<file path="src/rtl/exu_seq.sv">
// Execute-stage sequencer: captures one decoded op per handshake, drives the EXU operand
// registers, sequences single- or multi-cycle completion and holds the result for writeback.
module exu_seq #(
    parameter int DATA_WIDTH = 64,
    parameter int REG_ADDR_W = 5,
    parameter int MC_TIMEOUT = 80,
    parameter int CNT_WIDTH  = 32
) (
    input  logic                  clk_i,
    input  logic                  rst_n_i,
    input  logic                  flush_i,
    input  logic                  id_valid_i,
    output logic                  id_ready_o,
    input  logic [5:0]            id_ctrl_i,
    input  logic                  id_mc_i,
    input  logic [DATA_WIDTH-1:0] id_rs1_i,
    input  logic [DATA_WIDTH-1:0] id_rs2_i,
    input  logic [DATA_WIDTH-1:0] id_pc_i,
    input  logic [DATA_WIDTH-1:0] id_imme_i,
    input  logic [REG_ADDR_W-1:0] id_rd_i,
    output logic [5:0]            exu_ctrl_o,
    output logic [DATA_WIDTH-1:0] exu_rs1_o,
    output logic [DATA_WIDTH-1:0] exu_rs2_o,
    output logic [DATA_WIDTH-1:0] exu_pc_o,
    output logic [DATA_WIDTH-1:0] exu_imme_o,
    input  logic [DATA_WIDTH-1:0] alu_result_i,
    output logic                  mc_start_o,
    output logic                  mc_kill_o,
    input  logic                  mc_done_i,
    input  logic [DATA_WIDTH-1:0] mc_result_i,
    output logic                  wb_valid_o,
    input  logic                  wb_ready_i,
    output logic [DATA_WIDTH-1:0] wb_data_o,
    output logic [REG_ADDR_W-1:0] wb_rd_o,
    output logic                  err_o,
    output logic [CNT_WIDTH-1:0]  retired_o
);

    localparam int TW = (MC_TIMEOUT > 2) ? $clog2(MC_TIMEOUT) : 1;
    localparam logic [TW-1:0] CNT_LAST = TW'(MC_TIMEOUT - 1);

    typedef enum logic [1:0] {IDLE, EXEC, MC, WB} state_t;

    state_t                  state_q;
    logic [5:0]              ctrl_q;
    logic [DATA_WIDTH-1:0]   rs1_q, rs2_q, pc_q, imme_q, wb_data_q;
    logic [REG_ADDR_W-1:0]   rd_q;
    logic [TW-1:0]           cnt_q;
    logic                    mc_start_q, mc_kill_q, wb_valid_q, err_q;
    logic [CNT_WIDTH-1:0]    retired_q;
    logic                    accept;

    assign id_ready_o = (state_q == IDLE) || ((state_q == WB) && wb_ready_i);
    assign accept     = id_valid_i && id_ready_o && !flush_i;

    always_ff @(posedge clk_i or negedge rst_n_i) begin
        if (!rst_n_i) begin
            state_q    <= IDLE;
            ctrl_q     <= '0;
            rs1_q      <= '0;
            rs2_q      <= '0;
            pc_q       <= '0;
            imme_q     <= '0;
            rd_q       <= '0;
            wb_data_q  <= '0;
            cnt_q      <= '0;
            mc_start_q <= 1'b0;
            mc_kill_q  <= 1'b0;
            wb_valid_q <= 1'b0;
            err_q      <= 1'b0;
            retired_q  <= '0;
        end else begin
            mc_start_q <= 1'b0;
            mc_kill_q  <= 1'b0;
            if (flush_i) begin
                // Redirect wins over everything; an in-flight multi-cycle op must be aborted
                if (state_q == MC) mc_kill_q <= 1'b1;
                state_q    <= IDLE;
                wb_valid_q <= 1'b0;
            end else begin
                case (state_q)
                    IDLE: ;
                    EXEC: begin
                        wb_data_q  <= alu_result_i;
                        wb_valid_q <= 1'b1;
                        state_q    <= WB;
                    end
                    MC: begin
                        if (mc_done_i) begin
                            wb_data_q  <= mc_result_i;
                            wb_valid_q <= 1'b1;
                            state_q    <= WB;
                        end else if (cnt_q == CNT_LAST) begin
                            err_q      <= 1'b1;
                            wb_data_q  <= '0;
                            mc_kill_q  <= 1'b1;
                            wb_valid_q <= 1'b1;
                            state_q    <= WB;
                        end else begin
                            cnt_q <= cnt_q + TW'(1);
                        end
                    end
                    WB: begin
                        if (wb_ready_i) begin
                            retired_q  <= retired_q + CNT_WIDTH'(1);
                            wb_valid_q <= 1'b0;
                            state_q    <= IDLE;
                        end
                    end
                    default: state_q <= IDLE;
                endcase
                // A new op overrides the WB->IDLE transition for back-to-back issue
                if (accept) begin
                    ctrl_q     <= id_ctrl_i;
                    rs1_q      <= id_rs1_i;
                    rs2_q      <= id_rs2_i;
                    pc_q       <= id_pc_i;
                    imme_q     <= id_imme_i;
                    rd_q       <= id_rd_i;
                    cnt_q      <= '0;
                    mc_start_q <= id_mc_i;
                    state_q    <= id_mc_i ? MC : EXEC;
                end
            end
        end
    end

    assign exu_ctrl_o = ctrl_q;
    assign exu_rs1_o  = rs1_q;
    assign exu_rs2_o  = rs2_q;
    assign exu_pc_o   = pc_q;
    assign exu_imme_o = imme_q;
    assign mc_start_o = mc_start_q;
    assign mc_kill_o  = mc_kill_q;
    assign wb_valid_o = wb_valid_q;
    assign wb_data_o  = wb_data_q;
    assign wb_rd_o    = rd_q;
    assign err_o      = err_q;
    assign retired_o  = retired_q;

endmodule

</file>
<file path="config.mk">
export PLATFORM = sky130hd
export DESIGN_NAME = exu_seq
export DESIGN_NICKNAME = d
export VERILOG_FILES = /design/src/rtl/exu_seq.sv
export SDC_FILE = /design/constraint.sdc
export NUM_CORES = 1
export LEC_CHECK = 0
export CAP_MARGIN = 15
export CORE_AREA = 2 2 303 305
export CTS_BUF_LIST = sky130_fd_sc_hd__clkbuf_4 sky130_fd_sc_hd__clkbuf_8
export DETAILED_ROUTE_END_ITERATION = 8
export DIE_AREA = 0 0 305 307
export DONT_BUFFER_PORTS = 1
export PLACE_DENSITY_LB_ADDON = 0.1
export SYNTH_ARGS = -nofsm -noshare
export SYNTH_HDL_FRONTEND = slang
export SYNTH_SLANG_ARGS = --single-unit
</file>
<file path="constraint.sdc">
create_clock -name clk_i -period 3.45 [get_ports clk_i]
set_input_delay 0.345 -clock clk_i [delete_from_list [all_inputs] [get_ports clk_i]]
set_output_delay 0.345 -clock clk_i [all_outputs]
set_load 0.005 [all_outputs]
</file>
# Word-level counts from Yosys, hierarchy flattened

Cells that the tools add are included.

Word-level logic and storage cells: 72
Output and inout bits: 368
Flip-flop bits (word level): 376

Reductions and logical operators: 17
Add/sub/neg operators: 2
Bitwise gates (word level): 2
Equal/unequal tests: 11
Muxes and demuxes: 26

Operators by type and width:

| kind                  | number |
|---|---|
| $mux 64               | 2 |
| $pmux 64 s2           | 1 |
| $add 32x1->32 const B | 1 |
| $mux 7                | 4 |
| $mux 2                | 6 |
| $reduce_and 3->1      | 4 |
| $mux 1                | 11 |
| $reduce_and 4->1      | 2 |
| $add 7x1->7 const B   | 1 |
| $eq 7x7->1 const B    | 1 |
| $pmux 2 s3            | 1 |
| $ne 5x4->1 const B    | 1 |
| $reduce_bool 5->1     | 1 |
| $eq 2x2->1 const B    | 2 |
| $ne 4x3->1 const B    | 1 |
| $ne 4x4->1 const B    | 1 |
| $reduce_bool 2->1     | 2 |
| $reduce_bool 4->1     | 1 |
| $logic_and 1x1->1     | 3 |
| $ne 3x2->1 const B    | 1 |
| $ne 3x3->1 const B    | 1 |
| $pmux 1 s3            | 1 |
| $eq 2x1->1 const B    | 1 |
| $logic_not 2->1       | 1 |
| other kinds (6)       | 7 |

# Logic depth before layout (Yosys ltp)

Depth after elaboration: 7
Depth in mapped cells: 9
Depth with buffers taken out: 6

# Worst setup path after synthesis

No wires, ideal clock.

Kind: reg2reg
Start point: register state_q[0]
End point: register state_q[0]
Stages on the path, launching flop included: 8
Arrival time: 1.879 ns
Library setup time: 0.125 ns
Path slack: 1.446 ns
Required time: 3.325 ns
Period minus slack after synthesis: 2.004 ns
Cell sequence: dfrtp_1 > inv_1 > ha_1 > buf_2 > nor3b_2 > o21ai_0 > a21oi_1 > mux2_2

Cells in the longest elaborated chain, start to end: 7
Elaborated cells between the ends (all ways): 15

RTL lines:

| what                                                        | line   | source |
|---|---|---|
| from (decl)                                                 | 44     | `state_t state_q;` |
| from (signal assigned)                                      | 122    | `state_q <= id_mc_i ? MC : EXEC;` |
| $eq 2x2->1                                                  | 53, 81 |  |
| $logic_and 1x1->1                                           | 53     | `assign id_ready_o = (state_q == IDLE) \|\| ((state_q == WB) && wb_ready_i);` |
| $logic_or 1x1->1                                            | 53     |  |
| $logic_and 1x1->1 (2 in a row)                              | 54     | `assign accept = id_valid_i && id_ready_o && !flush_i;` |
| $ne 5x4->1 (no line), or another cell as far along          | -      |  |
| $reduce_and 3->1 (no line) / $mux 2 (equally long branches) | -      |  |

Parallel ways exist; a longest one is shown, timed or not.
A chain may end at the register's enable or synchronous reset.

# Worst setup path in the final report

Start point: register state_q[0]
End point: register wb_data_q[48], in the netlist wb_data_o[48]

Cells in the longest elaborated chain, start to end: 3
Elaborated cells between the ends (all ways): 6

RTL lines:

| what                                                             | line | source |
|---|---|---|
| $eq 2x2->1 / $eq 2x1->1 (equally long branches)                  | 81   | `case (state_q)` |
| $ne 3x2->1 (no line) / $reduce_bool 2->1 (equally long branches) | -    |  |
| $reduce_and 3->1 (no line)                                       | -    |  |
| to (signal assigned)                                             | 84   | `wb_data_q <= alu_result_i;` |
| to (signal assigned)                                             | 90   | `wb_data_q <= mc_result_i;` |
| to (decl)                                                        | 46   | `logic [DATA_WIDTH-1:0] rs1_q, rs2_q, pc_q, imme_q, wb_data_q;` |

Parallel ways exist; a longest one is shown, timed or not.

==> results.yml <==
yosys:
  yosys.cell_count.top_type: "sky130_fd_sc_hd__dfrtp_1"
  share_of_synthesized_registers_carrying_an_async_set_or_reset: 1.00
  synth.cell_area_um2: 15600
  synthCells: 1112
  synth_area_leader_cell: "sky130_fd_sc_hd__dfrtp_1"
  synthesis.area_per_instance_um2: 14.1
  synth_top_area_share: 0.601
  yosys-top-cells-count: "376 x sky130_fd_sc_hd__dfrtp_1, 275 x sky130_fd_sc_hd__mux2_2, 73 x sky130_fd_sc_hd__inv_1"
  syn_nets: 1520
  synth_edf_count: 0
  portion_of_the_post_synthesis_area_used_by_sequential_elements: 0.601
  ys_top_cells_by_area: "sky130_fd_sc_hd__dfrtp_1 60%, sky130_fd_sc_hd__mux2_2 20%, sky130_fd_sc_hd__mux2_4 5.8%"
  synth_cell_type_count: 43
  synth_flop_cell: "sky130_fd_sc_hd__dfrtp_1"
  synth-seq-cells: 376
  yosys_warnings: 0
final_layout:
  fillerInstances: 9584
  final_core_util: 0.246
  flow.area_growth_from_synthesis_pct: 42.5
  proportion_of_layout_cells_with_a_drive_suffix_above_1: 0.308
  num-nets-final: 1931
sta:
  maxSlewHeadroom: 0.440
  worst_slew_pin_slew_ns: 0.840
  finalCritPeriodShare: 0.799
  rsz0062_at_grt: "no"
  max_clock_freq_ghz: 0.363
  finClkSkew_ns: 0.0320
  finalSetupViolCount: 0
  final_max_slew_viol_count: 0
  layout_min_cycle_time_ns: 2.76
  setup_tns_final_ns: 0
  finalHoldViolCount: 376
  hold_slack_ns: -0.637
run_status:
  outcome: "finished, violations left"
  failing_checks: "hold timing"
clock_tree:
  number_of_cts_inserted_buffers: 77
  clkLatencyLatePin_ns: 0.69
  holdBufCountCts: 379
  cts-resized-gates: 0
  worst_setup_hold_path_clk_slew_ns: 0.06
  cts.path.max_buffers: 3
  htreeDepth: 3
  tritoncts: "done"
  clkSinkCount: 376
  post_cts_buffers: 0
  cts.root.buffer_cell: "sky130_fd_sc_hd__clkbuf_8"
route:
  wirelength_um: 52300
  drcViolationCount: 0
  drt_iter0_markers: 437
  drt-pass1-iter-count: 5
  vias_per_std_cell: 3.73
  wire_length_per_cell_um: 18.9
  vias: 10320
  drt.antenna.violating_nets: 0
die:
  core.rowCount: 111
  start_util: 0.173
  die_y_um: 307
  io_pins: 770
  fp.dieW_um: 305
  fp.dieArea_um2: 93600
  core_um2: 90700
run:
  drv.max_cap_violation_count: 0
power:
  power.density_nw_per_um2: 807
  leakage_nw: 9.50
  max-vdd-ir-drop_mv: 0.310
  power_mw: 18.0
critical_path:
  critical_path_peak_fanout: 45
  r2r_cells: 8
  timing_worst_setup_path_type: "reg2reg"
  r2r-end: "wb_data_o[48]"
  critical_path.endpoint_type: "register"
  regToRegStartpoint: "state_q[0]"
  setup.worst_path.start_class: "register"
  required_ns: 4.05
  arrival_ns: 3.36
  regToRegSetupSlack_ns: 0.69
place:
  dp_hpwl_um: 36500
  port_buffers: 0
  gpl.final_weighted_congestion: 0.802
global_route:
  number_of_antenna_violations_at_the_first_check_in_global_routing: 1
  grt_pass1_wl_um: 76100
  grt_pass1_vias: 11495
  gr-total-overflow: 0
  grt_usage: 0.108
  pin_count_of_the_biggest_net_entering_global_routing: 377
min_path:
  hp-class: "in2async"
## cell families (layout without fill, tap and decap cells)
kind of cell | count (synthesis) | in the layout | share of synthesized area
flip-flops | 376 | 376 | 0.601
multiplexers | 335 | 335 | 0.256
AND/OR/NAND/NOR | 151 | 151 | 0.0478
buffers and inverters | 129 | 596 | 0.0426
AO/OA/AOI/OAI | 80 | 80 | 0.0282
XOR/XNOR | 35 | 35 | 0.0196
adder cells (fa/ha/maj) | 6 | 6 | 0.00480
other | 0 | 2 | 0
## critical path, stage by stage (launching register included)
cell,delay [ns]
sky130_fd_sc_hd__dfrtp_1,0.40
sky130_fd_sc_hd__inv_1,0.10
sky130_fd_sc_hd__ha_2,0.22
sky130_fd_sc_hd__and2_2,0.69
sky130_fd_sc_hd__buf_4,0.35
sky130_fd_sc_hd__nand2_1,0.09
sky130_fd_sc_hd__o21ai_0,0.07
sky130_fd_sc_hd__dlygate4sd3_1,0.58
sky130_fd_sc_hd__mux2_4,0.14
## cells in the final DEF, fill, tap and decap left out, types with 2 or more instances in the layout
cell type                       count
sky130_fd_sc_hd__dlygate4sd3_1    379
sky130_fd_sc_hd__dfrtp_1          376
sky130_fd_sc_hd__mux2_2           275
sky130_fd_sc_hd__clkbuf_8          97
sky130_fd_sc_hd__inv_1             73
sky130_fd_sc_hd__nand2_1           71
sky130_fd_sc_hd__o21ai_0           65
sky130_fd_sc_hd__mux2_4            60
sky130_fd_sc_hd__clkbuf_4          25
sky130_fd_sc_hd__xnor2_1           18
sky130_fd_sc_hd__xor2_1            17
sky130_fd_sc_hd__nand3_1           14
sky130_fd_sc_hd__nor3_1            11
sky130_fd_sc_hd__nor2_1            10
sky130_fd_sc_hd__nand4_1            9
sky130_fd_sc_hd__and3_1             8
sky130_fd_sc_hd__and2_1             6
sky130_fd_sc_hd__clkinv_2           6
sky130_fd_sc_hd__and4_1             5
sky130_fd_sc_hd__ha_1               5
sky130_fd_sc_hd__buf_12             5
sky130_fd_sc_hd__a21oi_1            4
sky130_fd_sc_hd__nor4_1             4
sky130_fd_sc_hd__buf_4              4
sky130_fd_sc_hd__clkinvlp_4         3
sky130_fd_sc_hd__diode_2            2
sky130_fd_sc_hd__a21o_1             2
sky130_fd_sc_hd__o211ai_1           2
sky130_fd_sc_hd__inv_6              2
## per-layer routing
metal,vias to the layer above,part of all wire,global-route usage
met1,5139,0.35,0.113
met2,443,0.54,0.194
met3,79,0.075,0.0368
met4,0,0.031,0.0499
met5,-,0,0
li1,4659,-,-
## sequential cells by signal (all words and copies together) (netlist names), 2 cells and up
register    flops
exu_imme_o     64
exu_pc_o       64
exu_rs1_o      64
exu_rs2_o      64
wb_data_o      64
retired_o      32
cnt_q           7
exu_ctrl_o      6
wb_rd_o         5
state_q         2
## area by class of cell
type,count,area (um2),area share
clock inverter,13,97.6,0.00438
tap,1186,1480,0.0666
multi-input combinational,607,5580,0.250
clock buffer,122,1520,0.0683
inverter,73,274,0.0123
sequential,376,9410,0.422
antenna,2,5.00,0.000224
timing repair buffer,388,3920,0.176
## metrics by stage
| step | cell area [um2] | setup slack [ns] | hold WS [ns] | std cells |
|---|---|---|---|---|
| floorplan | 15600 | 1.45 | 0.0494 | 1112 |
| global placement | 16900 | 0.892 | 0.0595 | 2251 |
| detailed placement | 16900 | 0.848 | 0.0559 | 2251 |
| CTS | 22300 | 0.698 | -0.771 | 2765 |
| global route | 22300 | 0.497 | -0.739 | 2767 |
| finish | 22300 | 0.692 | -0.637 | 2767 |
## power by group
group | switching (mW) | total, mW | internal, mW
registers | 2.11 | 8.59 | 6.48
clock network | 2.11 | 4.92 | 2.80
logic | 1.54 | 4.48 | 2.94
## worst max-delay path by stage
| stage | from | end | slack (ns) | cells past startpoint |
|---|---|---|---|---|
| CTS | state_q[0] | wb_data_o[48] | 0.70 | 8 |
| global route | state_q[0] | wb_data_o[54] | 0.50 | 8 |
| finish | state_q[0] | wb_data_o[48] | 0.69 | 8 |
| global placement | state_q[0] | exu_imme_o[44] | 0.89 | 7 |
| detailed placement | state_q[1] | exu_rs2_o[44] | 0.85 | 7 |
| floorplan | state_q[0] | state_q[0] | 1.45 | 7 |
(Power assumes the default switching activity.)
